### config.mk
export PLATFORM = sky130hd
export DESIGN_NAME = lsu
export DESIGN_NICKNAME = d
export VERILOG_FILES = /design/src/rtl/riscv_pkg.sv /design/src/rtl/load_align.sv /design/src/rtl/lsu.sv
export SDC_FILE = /design/constraint.sdc
export NUM_CORES = 1
export LEC_CHECK = 0
export CAP_MARGIN = 20
export CORE_MARGIN = 2
export CORE_UTILIZATION = 30
export CTS_CLUSTER_SIZE = 14
export DETAILED_ROUTE_END_ITERATION = 8
export GPL_TIMING_DRIVEN = 0
export PLACE_DENSITY = 0.55
export SYNTH_ARGS = -nofsm -noshare
export SYNTH_HDL_FRONTEND = slang
export SYNTH_HIERARCHICAL = 1
export SYNTH_SLANG_ARGS = --single-unit
### constraint.sdc
create_clock -name clk -period 2.41 [get_ports clk]
set_clock_uncertainty 0.1 [all_clocks]
set_input_delay 0.3615 -clock clk [delete_from_list [all_inputs] [get_ports clk]]
set_output_delay 0.3615 -clock clk [all_outputs]
set_load 0.05 [all_outputs]
### src/rtl/riscv_pkg.sv
// Shared RV32I load/store definitions: funct3 encodings, LSU state type and
// the byte-enable / store-replication / misalignment helpers.
package riscv_pkg;

  localparam logic [2:0] LB_F3  = 3'd0;
  localparam logic [2:0] LH_F3  = 3'd1;
  localparam logic [2:0] LW_F3  = 3'd2;
  localparam logic [2:0] LBU_F3 = 3'd4;
  localparam logic [2:0] LHU_F3 = 3'd5;
  localparam logic [2:0] SB_F3  = 3'd0;
  localparam logic [2:0] SH_F3  = 3'd1;
  localparam logic [2:0] SW_F3  = 3'd2;

  typedef enum logic [1:0] {IDLE, REQ, WAIT, DONE} lsu_state_t;

  typedef enum logic [1:0] {SZ_BYTE, SZ_HALF, SZ_WORD} acc_size_t;

  // Unsupported encodings (3, 6, 7) fall through to a word access.
  function automatic acc_size_t f3_size(input logic [2:0] f3);
    case (f3)
      LB_F3, LBU_F3: return SZ_BYTE;
      LH_F3, LHU_F3: return SZ_HALF;
      default:       return SZ_WORD;
    endcase
  endfunction

  function automatic logic [3:0] byte_en(input logic [2:0] f3, input logic [1:0] a);
    case (f3_size(f3))
      SZ_BYTE: return 4'b0001 << a;
      SZ_HALF: return 4'b0011 << {a[1], 1'b0};
      default: return 4'b1111;
    endcase
  endfunction

  function automatic logic [31:0] store_replicate(input logic [2:0] f3, input logic [31:0] d);
    case (f3_size(f3))
      SZ_BYTE: return {4{d[7:0]}};
      SZ_HALF: return {2{d[15:0]}};
      default: return d;
    endcase
  endfunction

  function automatic logic is_misaligned(input logic [2:0] f3, input logic [1:0] a);
    case (f3_size(f3))
      SZ_HALF: return a[0];
      SZ_WORD: return a != 2'b00;
      default: return 1'b0;
    endcase
  endfunction

endpackage

### src/rtl/load_align.sv
// Selects the byte/half lane of a read word by address and sign/zero-extends
// it according to funct3; words pass through untouched.
module load_align
  import riscv_pkg::*;
(
  input  logic [31:0] rdata,
  input  logic [1:0]  addr,
  input  logic [2:0]  funct3,
  output logic [31:0] result
);

  logic [7:0]  byte_lane;
  logic [15:0] half_lane;

  assign byte_lane = rdata[{addr, 3'b000} +: 8];
  assign half_lane = addr[1] ? rdata[31:16] : rdata[15:0];

  // NOTE: every path assigns result (default arm included), so no latch is inferred.
  always_comb begin
    case (funct3)
      LB_F3:   result = {{24{byte_lane[7]}}, byte_lane};
      LBU_F3:  result = {24'h0, byte_lane};
      LH_F3:   result = {{16{half_lane[15]}}, half_lane};
      LHU_F3:  result = {16'h0, half_lane};
      default: result = rdata;
    endcase
  end

endmodule

### src/rtl/lsu.sv
// Single-outstanding load/store unit between execute and data memory.
// Optional LSU_MISALIGN_TRAP_EN: misaligned accesses complete without a memory request.
module lsu
  import riscv_pkg::*;
#(
  parameter int DWIDTH   = 32,
  parameter int AWIDTH   = 32,
  parameter int F3_WIDTH = 3
) (
  input  logic                clk,
  input  logic                reset,
  input  logic                i_valid,
  output logic                o_ready,
  input  logic                i_is_store,
  input  logic [F3_WIDTH-1:0] i_funct3,
  input  logic [AWIDTH-1:0]   i_addr,
  input  logic [DWIDTH-1:0]   i_wdata,
  output logic                o_mem_req,
  output logic                o_mem_we,
  output logic [AWIDTH-1:0]   o_mem_addr,
  output logic [3:0]          o_mem_be,
  output logic [DWIDTH-1:0]   o_mem_wdata,
  input  logic                i_mem_gnt,
  input  logic                i_mem_rvalid,
  input  logic [DWIDTH-1:0]   i_mem_rdata,
  output logic                o_done,
  output logic [DWIDTH-1:0]   o_rdata,
  output logic                o_misaligned
);

  lsu_state_t          state, state_n;
  logic                store_q;
  logic [F3_WIDTH-1:0] f3_q;
  logic [AWIDTH-1:0]   addr_q;
  logic [DWIDTH-1:0]   wdata_q;
  logic [DWIDTH-1:0]   rdata_q;
  logic [DWIDTH-1:0]   load_res;
  logic                accept;

  assign accept = i_valid && (state == IDLE);

`ifdef LSU_MISALIGN_TRAP_EN
  logic mis_q;
  logic mis_in;
  assign mis_in = is_misaligned(i_funct3, i_addr[1:0]);
`endif

  // NOTE: sequential state uses non-blocking assignments so all registers update together.
  always_ff @(posedge clk) begin
    if (reset) state <= IDLE;
    else       state <= state_n;
  end

  always_comb begin
    state_n = state;
    case (state)
      IDLE: if (accept) begin
`ifdef LSU_MISALIGN_TRAP_EN
        state_n = mis_in ? DONE : REQ;
`else
        state_n = REQ;
`endif
      end
      REQ:  if (i_mem_gnt) state_n = store_q ? DONE : WAIT;
      WAIT: if (i_mem_rvalid) state_n = DONE;
      DONE: state_n = IDLE;
      default: state_n = IDLE;
    endcase
  end

  // Memory-side outputs are only non-zero while the request is presented.
  always_comb begin
    o_ready      = (state == IDLE);
    o_mem_req    = 1'b0;
    o_mem_we     = 1'b0;
    o_mem_addr   = '0;
    o_mem_be     = 4'b0000;
    o_mem_wdata  = '0;
    o_done       = 1'b0;
    o_misaligned = 1'b0;
    case (state)
      REQ: begin
        o_mem_req   = 1'b1;
        o_mem_we    = store_q;
        o_mem_addr  = {addr_q[AWIDTH-1:2], 2'b00};
        o_mem_be    = byte_en(f3_q, addr_q[1:0]);
        o_mem_wdata = store_replicate(f3_q, wdata_q);
      end
      DONE: begin
        o_done = 1'b1;
`ifdef LSU_MISALIGN_TRAP_EN
        o_misaligned = mis_q;
`endif
      end
      default: ;
    endcase
  end

  always_ff @(posedge clk) begin
    if (reset) begin
      store_q <= 1'b0;
      f3_q    <= '0;
      addr_q  <= '0;
      wdata_q <= '0;
      rdata_q <= '0;
`ifdef LSU_MISALIGN_TRAP_EN
      mis_q   <= 1'b0;
`endif
    end else begin
      if (accept) begin
        store_q <= i_is_store;
        f3_q    <= i_funct3;
        addr_q  <= i_addr;
        wdata_q <= i_wdata;
`ifdef LSU_MISALIGN_TRAP_EN
        mis_q   <= mis_in;
`endif
      end
      if (state == WAIT && i_mem_rvalid) rdata_q <= load_res;
    end
  end

  assign o_rdata = rdata_q;

  load_align u_load_align (
    .rdata  (i_mem_rdata),
    .addr   (addr_q[1:0]),
    .funct3 (f3_q),
    .result (load_res)
  );

endmodule

==> impl_metrics.xml, run 1 <==
<?xml version="1.0" encoding="UTF-8"?>
<metrics>
  <group name="worst_setup_path">
    <metric name="critical_path_class" unit="">reg2out</metric>
    <metric name="critPathLaunchType" unit="">flip-flop</metric>
    <metric name="cp_cell_sequence" unit="">inv_1 &gt; ha_4 &gt; clkbuf_4 &gt; and2_1 &gt; clkdlybuf4s18_2</metric>
    <metric name="cp_data_required_time" unit="ps">1950</metric>
    <metric name="cp_data_arrival_time" unit="ps">1840</metric>
    <metric name="max_stage_delay" unit="ps">420</metric>
    <metric name="crit_family" unit="">buffers and inverters</metric>
    <metric name="kind_of_capture_point_of_the_worst_setup_path" unit="">output port</metric>
    <metric name="worst_path_max_delay_cell" unit="">sky130_fd_sc_hd__dfxtp_1</metric>
    <metric name="worstPathBufferInverterCount" unit="">3</metric>
    <metric name="worstPathMaxFanout" unit="">10</metric>
  </group>
  <group name="global_route">
    <metric name="busiest_layer" unit="">met2</metric>
    <metric name="global_route.overflow_total" unit="">0</metric>
    <metric name="gr-usage-met3" unit="%">5.06</metric>
    <metric name="combined_global_route_utilization_of_all_metal_layers" unit="%">19.4</metric>
    <metric name="grt_max_degree" unit="">20</metric>
    <metric name="grt_util_met2" unit="%">31.1</metric>
    <metric name="groute.layer.met1.usage" unit="%">25.8</metric>
    <metric name="grt_pass1_vias" unit="">5199</metric>
    <metric name="global_route_wire_length_before_repair" unit="um">29200</metric>
    <metric name="antenna_found_initial" unit="">0</metric>
  </group>
  <group name="route">
    <metric name="first_pass_iteration_count_of_the_detailed_router" unit="">4</metric>
    <metric name="totalWireLength" unit="um">19000</metric>
    <metric name="dr.first_iter.drc_count" unit="">299</metric>
    <metric name="routed_via_density" unit="">4.68</metric>
    <metric name="routed-via-count" unit="">5359</metric>
    <metric name="post-route-drc-count" unit="">0</metric>
    <metric name="wire_per_inst" unit="um">16.6</metric>
    <metric name="final_antenna_net_count" unit="">0</metric>
  </group>
  <group name="yosys">
    <metric name="post_synth_and_or_nand_nor_area_fraction" unit="%">26.2</metric>
    <metric name="most_used_flip_flop_cell_after_synthesis" unit="">sky130_fd_sc_hd__dfxtp_1</metric>
    <metric name="netlist.top_cell.by_area" unit="">sky130_fd_sc_hd__dfxtp_1</metric>
    <metric name="synth-xor-area-share" unit="%">0</metric>
    <metric name="ys_async_sr_fraction" unit="%">0</metric>
    <metric name="post_synth_fa_ha_maj_area_fraction" unit="%">1.16</metric>
    <metric name="postSynthAreaPerCell" unit="um^2">7.80</metric>
    <metric name="synth-edff-count" unit="">0</metric>
    <metric name="synth_top_family_by_area" unit="">simple AND/OR/NAND/NOR gates</metric>
    <metric name="netlist_instances" unit="">694</metric>
    <metric name="compound_cell_area_share_of_the_yosys_netlist" unit="%">23.4</metric>
    <metric name="netlist.area_leader.share" unit="%">37.7</metric>
    <metric name="yosysWarnings" unit="">6</metric>
    <metric name="post_synth_main_area_contributors" unit="">sky130_fd_sc_hd__dfxtp_1 38%, sky130_fd_sc_hd__nand2_1 15%, sky130_fd_sc_hd__a21oi_1 8.3%</metric>
    <metric name="postSynthRegisterBits" unit="">102</metric>
    <metric name="yosysUniqueCellTypes" unit="">43</metric>
    <metric name="synth_area" unit="um^2">5410</metric>
    <metric name="synth_seq_area_share" unit="%">37.7</metric>
    <metric name="synth_mux_area_share" unit="%">5.18</metric>
  </group>
  <group name="floorplanning">
    <metric name="number_of_standard_cell_rows_in_the_floorplan" unit="">49</metric>
    <metric name="floorplan.io_pins" unit="">210</metric>
    <metric name="overall_die_width" unit="um">138</metric>
    <metric name="die_area" unit="um^2">19100</metric>
    <metric name="die_h" unit="um">138</metric>
    <metric name="design.core.area" unit="um^2">17800</metric>
    <metric name="start_util" unit="%">30.3</metric>
  </group>
  <group name="flow_run">
    <metric name="maxCapViolCount" unit="">0</metric>
  </group>
  <group name="layout">
    <metric name="fillCellCount" unit="">1876</metric>
    <metric name="area_of_all_sequential_standard_cells" unit="um^2">2040</metric>
    <metric name="layout.nets" unit="">1022</metric>
    <metric name="drive_gt1_share" unit="%">18.0</metric>
    <metric name="area_of_the_multi_input_gates" unit="um^2">3050</metric>
    <metric name="fin_area" unit="um^2">7960</metric>
    <metric name="syn_to_final_growth" unit="%">47.1</metric>
    <metric name="insertedDiodeCount" unit="">0</metric>
  </group>
  <group name="clock_tree">
    <metric name="tritoncts.num_buffers" unit="">9</metric>
    <metric name="clk_latency" unit="ps">360</metric>
    <metric name="clockRootBuffer" unit="">sky130_fd_sc_hd__clkbuf_16</metric>
    <metric name="numClockSinks" unit="">102</metric>
    <metric name="tritoncts" unit="">built</metric>
    <metric name="cts_htree_levels" unit="">3</metric>
    <metric name="clk_path_buf_depth" unit="">2</metric>
    <metric name="clk_pin_slew_worst_paths" unit="ps">80</metric>
  </group>
  <group name="sta">
    <metric name="finalCritPeriodShare" unit="%">95.6</metric>
    <metric name="max_slew.worst_pin.slew" unit="ps">839</metric>
    <metric name="timing_max_transition_violations_final" unit="">0</metric>
    <metric name="final_period_minus_worst_setup_slack" unit="ps">2310</metric>
    <metric name="hold_viol_final" unit="">0</metric>
    <metric name="timing.final.setup_violations" unit="">0</metric>
    <metric name="clock.fmax" unit="GHz">0.434</metric>
    <metric name="grt_setup_unrepaired" unit="">true</metric>
    <metric name="max-slew-margin-rel" unit="%">44.1</metric>
  </group>
  <group name="run_status">
    <metric name="status" unit="">finished clean</metric>
  </group>
  <group name="place">
    <metric name="dp.final_hpwl" unit="um">14500</metric>
    <metric name="place.gp.congestion" unit="">0.819</metric>
    <metric name="place_area" unit="um^2">7760</metric>
    <metric name="port-buffer-count" unit="">205</metric>
  </group>
  <group name="pwr">
    <metric name="power.static_leakage" unit="uW">0.00294</metric>
    <metric name="power.ir.vdd_worst" unit="V">0.000407</metric>
    <metric name="p_total" unit="uW">7460</metric>
    <metric name="power_density" unit="nW/um^2">937</metric>
  </group>
  <group name="hold_path">
    <metric name="timing.hold.worst.class" unit="">in2reg</metric>
  </group>
</metrics>
[final timing paths]
check,start,to,slack [ps],depth (start not counted)
worst max-delay path,state[1]$_SDFFE_PP0P_,o_mem_wdata[3],100,5
worst min-delay path,reset,addr_q[6]$_SDFFE_PP0P_,290,2
worst min register to register,addr_q[24]$_SDFFE_PP0P_,addr_q[24]$_SDFFE_PP0P_,350,2
worst max register to register,addr_q[0]$_SDFFE_PP0P_,o_rdata[26]$_SDFFE_PP0P_,450,6
[layout by cell type (no fill, tap or decap), types with 4 or more instances in the layout]
master,n
sky130_fd_sc_hd__nand2_1,223
sky130_fd_sc_hd__clkdlybuf4s50_1,136
sky130_fd_sc_hd__dfxtp_1,101
sky130_fd_sc_hd__a21oi_1,90
sky130_fd_sc_hd__and2_1,49
sky130_fd_sc_hd__buf_2,42
sky130_fd_sc_hd__clkdlybuf4s15_2,26
sky130_fd_sc_hd__nor2b_1,23
sky130_fd_sc_hd__mux2i_1,22
sky130_fd_sc_hd__a21oi_2,20
sky130_fd_sc_hd__o21ai_0,16
sky130_fd_sc_hd__clkbuf_1,15
sky130_fd_sc_hd__a2bb2oi_2,14
sky130_fd_sc_hd__buf_4,11
sky130_fd_sc_hd__clkbuf_16,9
sky130_fd_sc_hd__a21boi_1,8
sky130_fd_sc_hd__buf_6,7
sky130_fd_sc_hd__nor2_1,7
sky130_fd_sc_hd__buf_1,7
sky130_fd_sc_hd__clkbuf_4,6
sky130_fd_sc_hd__a221o_1,6
sky130_fd_sc_hd__a2bb2oi_1,6
sky130_fd_sc_hd__nand2b_1,5
sky130_fd_sc_hd__o21a_1,5
sky130_fd_sc_hd__clkdlybuf4s18_2,5
sky130_fd_sc_hd__o221ai_1,5
sky130_fd_sc_hd__inv_1,4
sky130_fd_sc_hd__clkbuf_2,4
sky130_fd_sc_hd__ha_1,4
sky130_fd_sc_hd__mux2_2,4
[state kept, by name, indices dropped and copies added (netlist names)]
signal,cells
store_q,1
state,2
o_rdata,32
f3_q,3
wdata_q,32
addr_q,32
[cell type report]
class | count | area share (%)
clock inverters | 7 | 0.849
repair buffers | 205 | 24.1
inverters | 5 | 0.236
flip-flops and latches | 102 | 25.7
clock buffers | 9 | 2.83
plain buffers | 58 | 4.39
multi-input cells | 531 | 38.4
well taps | 229 | 3.60
[cell usage after synthesis, types with 7 or more instances]
master                      count
sky130_fd_sc_hd__nand2_1      223
sky130_fd_sc_hd__buf_2         14
sky130_fd_sc_hd__nor2b_1       23
sky130_fd_sc_hd__buf_1          7
sky130_fd_sc_hd__nor2_1         7
sky130_fd_sc_hd__and2_1        49
sky130_fd_sc_hd__o21ai_0       16
sky130_fd_sc_hd__a2bb2oi_2     14
sky130_fd_sc_hd__clkbuf_1      22
sky130_fd_sc_hd__mux2i_1       22
sky130_fd_sc_hd__a21boi_1       8
sky130_fd_sc_hd__a21oi_1       90
sky130_fd_sc_hd__buf_4          8
sky130_fd_sc_hd__dfxtp_1      102
sky130_fd_sc_hd__a21oi_2       20
[metrics by stage]
step	std cells	setup slack [ps]	hold slack, ps	TNS, ps	utilization, %
after global placement	1130	-396	339	-19110	43.5
after detailed placement	1130	-408	342	-20450	43.5
after floorplan	696	199	332	0	-
after global routing	1146	-5.43	315	-5.43	44.6
final	1146	105	288	0	44.6
after CTS	1146	0.586	296	0	44.7
[cell families after synthesis]
kind of cell,Yosys count
fa+ha+maj,5
other cells,1
mux,27
buf+inv,63
compound gates,179
flops,102
simple gates,317
[where the power goes]
part	switching [uW]	total (uW)	internal (uW)
combinational	2420	3800	1380
sequential	217	2190	1970
clock	738	1470	728
total	3380	7460	4080
[what timing repair did]
item,4_1_cts,5_1_grt
resized for setup,279,20
endpoints found under the setup margin,69,44
hold buffers,0,0
setup buffers,0,0
[per-layer routing]
layer / vias up / part of all wire [%]
met5: - / 0
met4: 0 / 1.7
met3: 19 / 6.2
met2: 155 / 46
met1: 2434 / 46
li1: 2751 / -
Note: power is estimated with default switching activity, not from simulation.
==> run 2, diff against run 1 <==
PLACE_DENSITY = unset   (was 0.55)
==> run 2 against run 1 <==
Effect of this change:
- global-route usage decreased by 0.24 points
- combinational power hardly changed
- critical path depth stayed put
- hold slack got worse by 33 ps
- critical path type unchanged
- cell count is the same
- setup slack worse by 3.4 ps
- routed wire length down 1.7%
- sequential power barely moved
- clock power down 3%
==> impl_metrics.xml, run 2 (synthesis results as in run 1) <==
<?xml version="1.0" encoding="UTF-8"?>
<metrics>
  <group name="pwr">
    <metric name="seq_power_share" unit="%">29.4</metric>
    <metric name="switch_pwr" unit="uW">3350</metric>
    <metric name="power_density" unit="nW/um^2">927</metric>
    <metric name="power.ir.vdd_worst" unit="V">0.000524</metric>
    <metric name="pwr-share-comb" unit="%">51.3</metric>
    <metric name="power.static_leakage" unit="uW">0.00291</metric>
    <metric name="p_int" unit="uW">4090</metric>
    <metric name="power.clock.fraction" unit="%">19.3</metric>
    <metric name="sw_ratio" unit="%">45.0</metric>
  </group>
  <group name="sta">
    <metric name="clock.fmax" unit="GHz">0.433</metric>
    <metric name="final_period_minus_worst_setup_slack" unit="ps">2310</metric>
    <metric name="timing_max_transition_violations_final" unit="">0</metric>
    <metric name="finalCritPeriodShare" unit="%">95.8</metric>
    <metric name="max_slew.worst_pin.slew" unit="ps">800</metric>
    <metric name="grt_setup_unrepaired" unit="">false</metric>
    <metric name="hold_viol_final" unit="">0</metric>
    <metric name="hold_slack" unit="ps">255</metric>
    <metric name="timing.final.setup_violations" unit="">0</metric>
    <metric name="max-slew-margin-rel" unit="%">46.6</metric>
  </group>
  <group name="clock_tree">
    <metric name="clk_latency" unit="ps">350</metric>
    <metric name="clockRootBuffer" unit="">sky130_fd_sc_hd__clkbuf_16</metric>
    <metric name="clk_path_buf_depth" unit="">2</metric>
    <metric name="clk_pin_slew_worst_paths" unit="ps">80</metric>
    <metric name="tritoncts" unit="">built</metric>
    <metric name="tritoncts.num_buffers" unit="">9</metric>
    <metric name="cts_htree_levels" unit="">3</metric>
    <metric name="post-cts-setup-buffer-count" unit="">0</metric>
    <metric name="numClockSinks" unit="">102</metric>
  </group>
  <group name="layout">
    <metric name="syn_to_final_growth" unit="%">48.3</metric>
    <metric name="final_common_cell" unit="">sky130_fd_sc_hd__nand2_1</metric>
    <metric name="insertedDiodeCount" unit="">0</metric>
    <metric name="postLayoutCoreUtil" unit="%">45.0</metric>
    <metric name="area_of_all_sequential_standard_cells" unit="um^2">2040</metric>
    <metric name="layout.nets" unit="">1022</metric>
    <metric name="fillCellCount" unit="">1797</metric>
    <metric name="highest_count_cells_in_the_layout_ignoring_fill_and_taps" unit="">223 x sky130_fd_sc_hd__nand2_1, 136 x sky130_fd_sc_hd__clkdlybuf4s50_1, 100 x sky130_fd_sc_hd__dfxtp_1</metric>
    <metric name="drive_gt1_share" unit="%">18.2</metric>
    <metric name="area_of_the_multi_input_gates" unit="um^2">3050</metric>
  </group>
  <group name="worst_setup_path">
    <metric name="regToRegStartpoint" unit="">state[0]$_SDFFE_PP0P_</metric>
    <metric name="worstPathBufferInverterCount" unit="">3</metric>
    <metric name="cp_cell_sequence" unit="">buf_6 &gt; clkbuf_4 &gt; o21ai_0 &gt; a21boi_1 &gt; buf_4</metric>
    <metric name="kind_of_capture_point_of_the_worst_setup_path" unit="">output port</metric>
    <metric name="crit_family" unit="">buffers and inverters</metric>
    <metric name="cp_data_arrival_time" unit="ps">1850</metric>
    <metric name="timing.reg2reg.worst_path_depth" unit="">6</metric>
    <metric name="worstReg2RegEnd" unit="">wdata_q[6]$_SDFFE_PP0P_</metric>
    <metric name="reg2reg_setup_slack" unit="ps">460</metric>
    <metric name="critical_path_class" unit="">reg2out</metric>
    <metric name="cp_data_required_time" unit="ps">1950</metric>
    <metric name="worst_path_max_delay_cell" unit="">sky130_fd_sc_hd__dfxtp_2</metric>
    <metric name="startpoint" unit="">f3_q[1]$_SDFFE_PP0P_</metric>
    <metric name="max_stage_delay" unit="ps">440</metric>
    <metric name="critPathLaunchType" unit="">flip-flop</metric>
    <metric name="cp_depth" unit="">5</metric>
    <metric name="worstPathMaxFanout" unit="">10</metric>
    <metric name="critical_path.endpoint" unit="">o_mem_wdata[15]</metric>
  </group>
  <group name="global_route">
    <metric name="grt_pass1_vias" unit="">5207</metric>
    <metric name="global_route_wire_length_before_repair" unit="um">29100</metric>
    <metric name="combined_global_route_utilization_of_all_metal_layers" unit="%">19.1</metric>
    <metric name="global_route.overflow_total" unit="">0</metric>
    <metric name="antenna_found_initial" unit="">0</metric>
    <metric name="grt_max_degree" unit="">19</metric>
  </group>
  <group name="floorplanning">
    <metric name="die_h" unit="um">138</metric>
    <metric name="floorplan.io_pins" unit="">210</metric>
    <metric name="overall_die_width" unit="um">138</metric>
    <metric name="start_util" unit="%">30.3</metric>
    <metric name="design.core.area" unit="um^2">17800</metric>
    <metric name="number_of_standard_cell_rows_in_the_floorplan" unit="">49</metric>
    <metric name="die_area" unit="um^2">19100</metric>
  </group>
  <group name="flow_run">
    <metric name="maxCapViolCount" unit="">0</metric>
  </group>
  <group name="run_status">
    <metric name="status" unit="">finished clean</metric>
  </group>
  <group name="route">
    <metric name="dr.first_iter.drc_count" unit="">372</metric>
    <metric name="final_antenna_net_count" unit="">0</metric>
    <metric name="post-route-drc-count" unit="">0</metric>
    <metric name="wire_per_inst" unit="um">16.3</metric>
    <metric name="totalWireLength" unit="um">18700</metric>
    <metric name="first_pass_iteration_count_of_the_detailed_router" unit="">5</metric>
    <metric name="routed-via-count" unit="">5371</metric>
    <metric name="routed_via_density" unit="">4.69</metric>
  </group>
  <group name="place">
    <metric name="port-buffer-count" unit="">205</metric>
    <metric name="place.gp.congestion" unit="">0.823</metric>
    <metric name="dp.final_hpwl" unit="um">14200</metric>
  </group>
  <group name="hold_path">
    <metric name="timing.hold.worst.class" unit="">in2reg</metric>
  </group>
</metrics>
## run 2: how the worst min path moves through the flow
stage / cells after the start / endpoint / startpoint
after floorplan: 2 / addr_q[10]$_SDFFE_PP0P_ / addr_q[10]$_SDFFE_PP0P_
after global placement: 2 / addr_q[25]$_SDFFE_PP0P_ / addr_q[25]$_SDFFE_PP0P_
after detailed placement: 2 / addr_q[17]$_SDFFE_PP0P_ / addr_q[17]$_SDFFE_PP0P_
after CTS: 2 / addr_q[6]$_SDFFE_PP0P_ / reset
after global routing: 2 / addr_q[6]$_SDFFE_PP0P_ / reset
final: 2 / addr_q[6]$_SDFFE_PP0P_ / reset
## run 2: timing repair
action / CTS / global route
hold buffers: 0 / 0
gates resized for setup: 247 / 27
setup endpoints to repair: 69 / 63
## run 2: layout make-up
class                      count  area share (%)
tap                          229            3.57
inverter                       5           0.234
clock buffer                   9            2.81
multi-input combinational    531            38.1
sequential                   102            25.5
clock inverter                 7           0.717
buffer                        58            4.36
timing repair buffer         205            24.8
## run 2: routing by layer
metal | global-route usage [%] | share of wire [%]
met5 | 0 | 0
met2 | 30.2 | 45
met4 | 4.83 | 1.4
met3 | 5.40 | 6.4
met1 | 25.8 | 47
## run 2: worst register-to-register path: cells and delay by family, from the launching register on
family	cells	cell delay, ps
compound gates	1	150
fa+ha+maj	1	300
buf+inv	2	610
flops	1	420
simple gates	2	300
## run 2: per-stage QoR
step	instances	area, um^2	power [uW]	TNS (ps)	setup slack (ps)
2_1_floorplan	696	5420	4810	0	199
3_3_place_gp	1130	7760	6080	-19160	-456
3_5_place_dp	1130	7760	6080	-19750	-450
4_1_cts	1146	8040	7490	-0.534	-0.534
5_1_grt	1146	8030	7890	0	19.8
6_report	1146	8030	7440	0	101
## run 2: power groups by stage
| stage | registers [uW] | logic [uW] | clock network, uW |
|---|---|---|---|
| finish | 2190 | 3820 | 1430 |
| global route | 2230 | 4120 | 1540 |
| CTS | 2180 | 3820 | 1480 |
| detailed placement | 2220 | 3860 | 0 |
| global placement | 2210 | 3860 | 0 |
| floorplan | 2360 | 2460 | 0 |
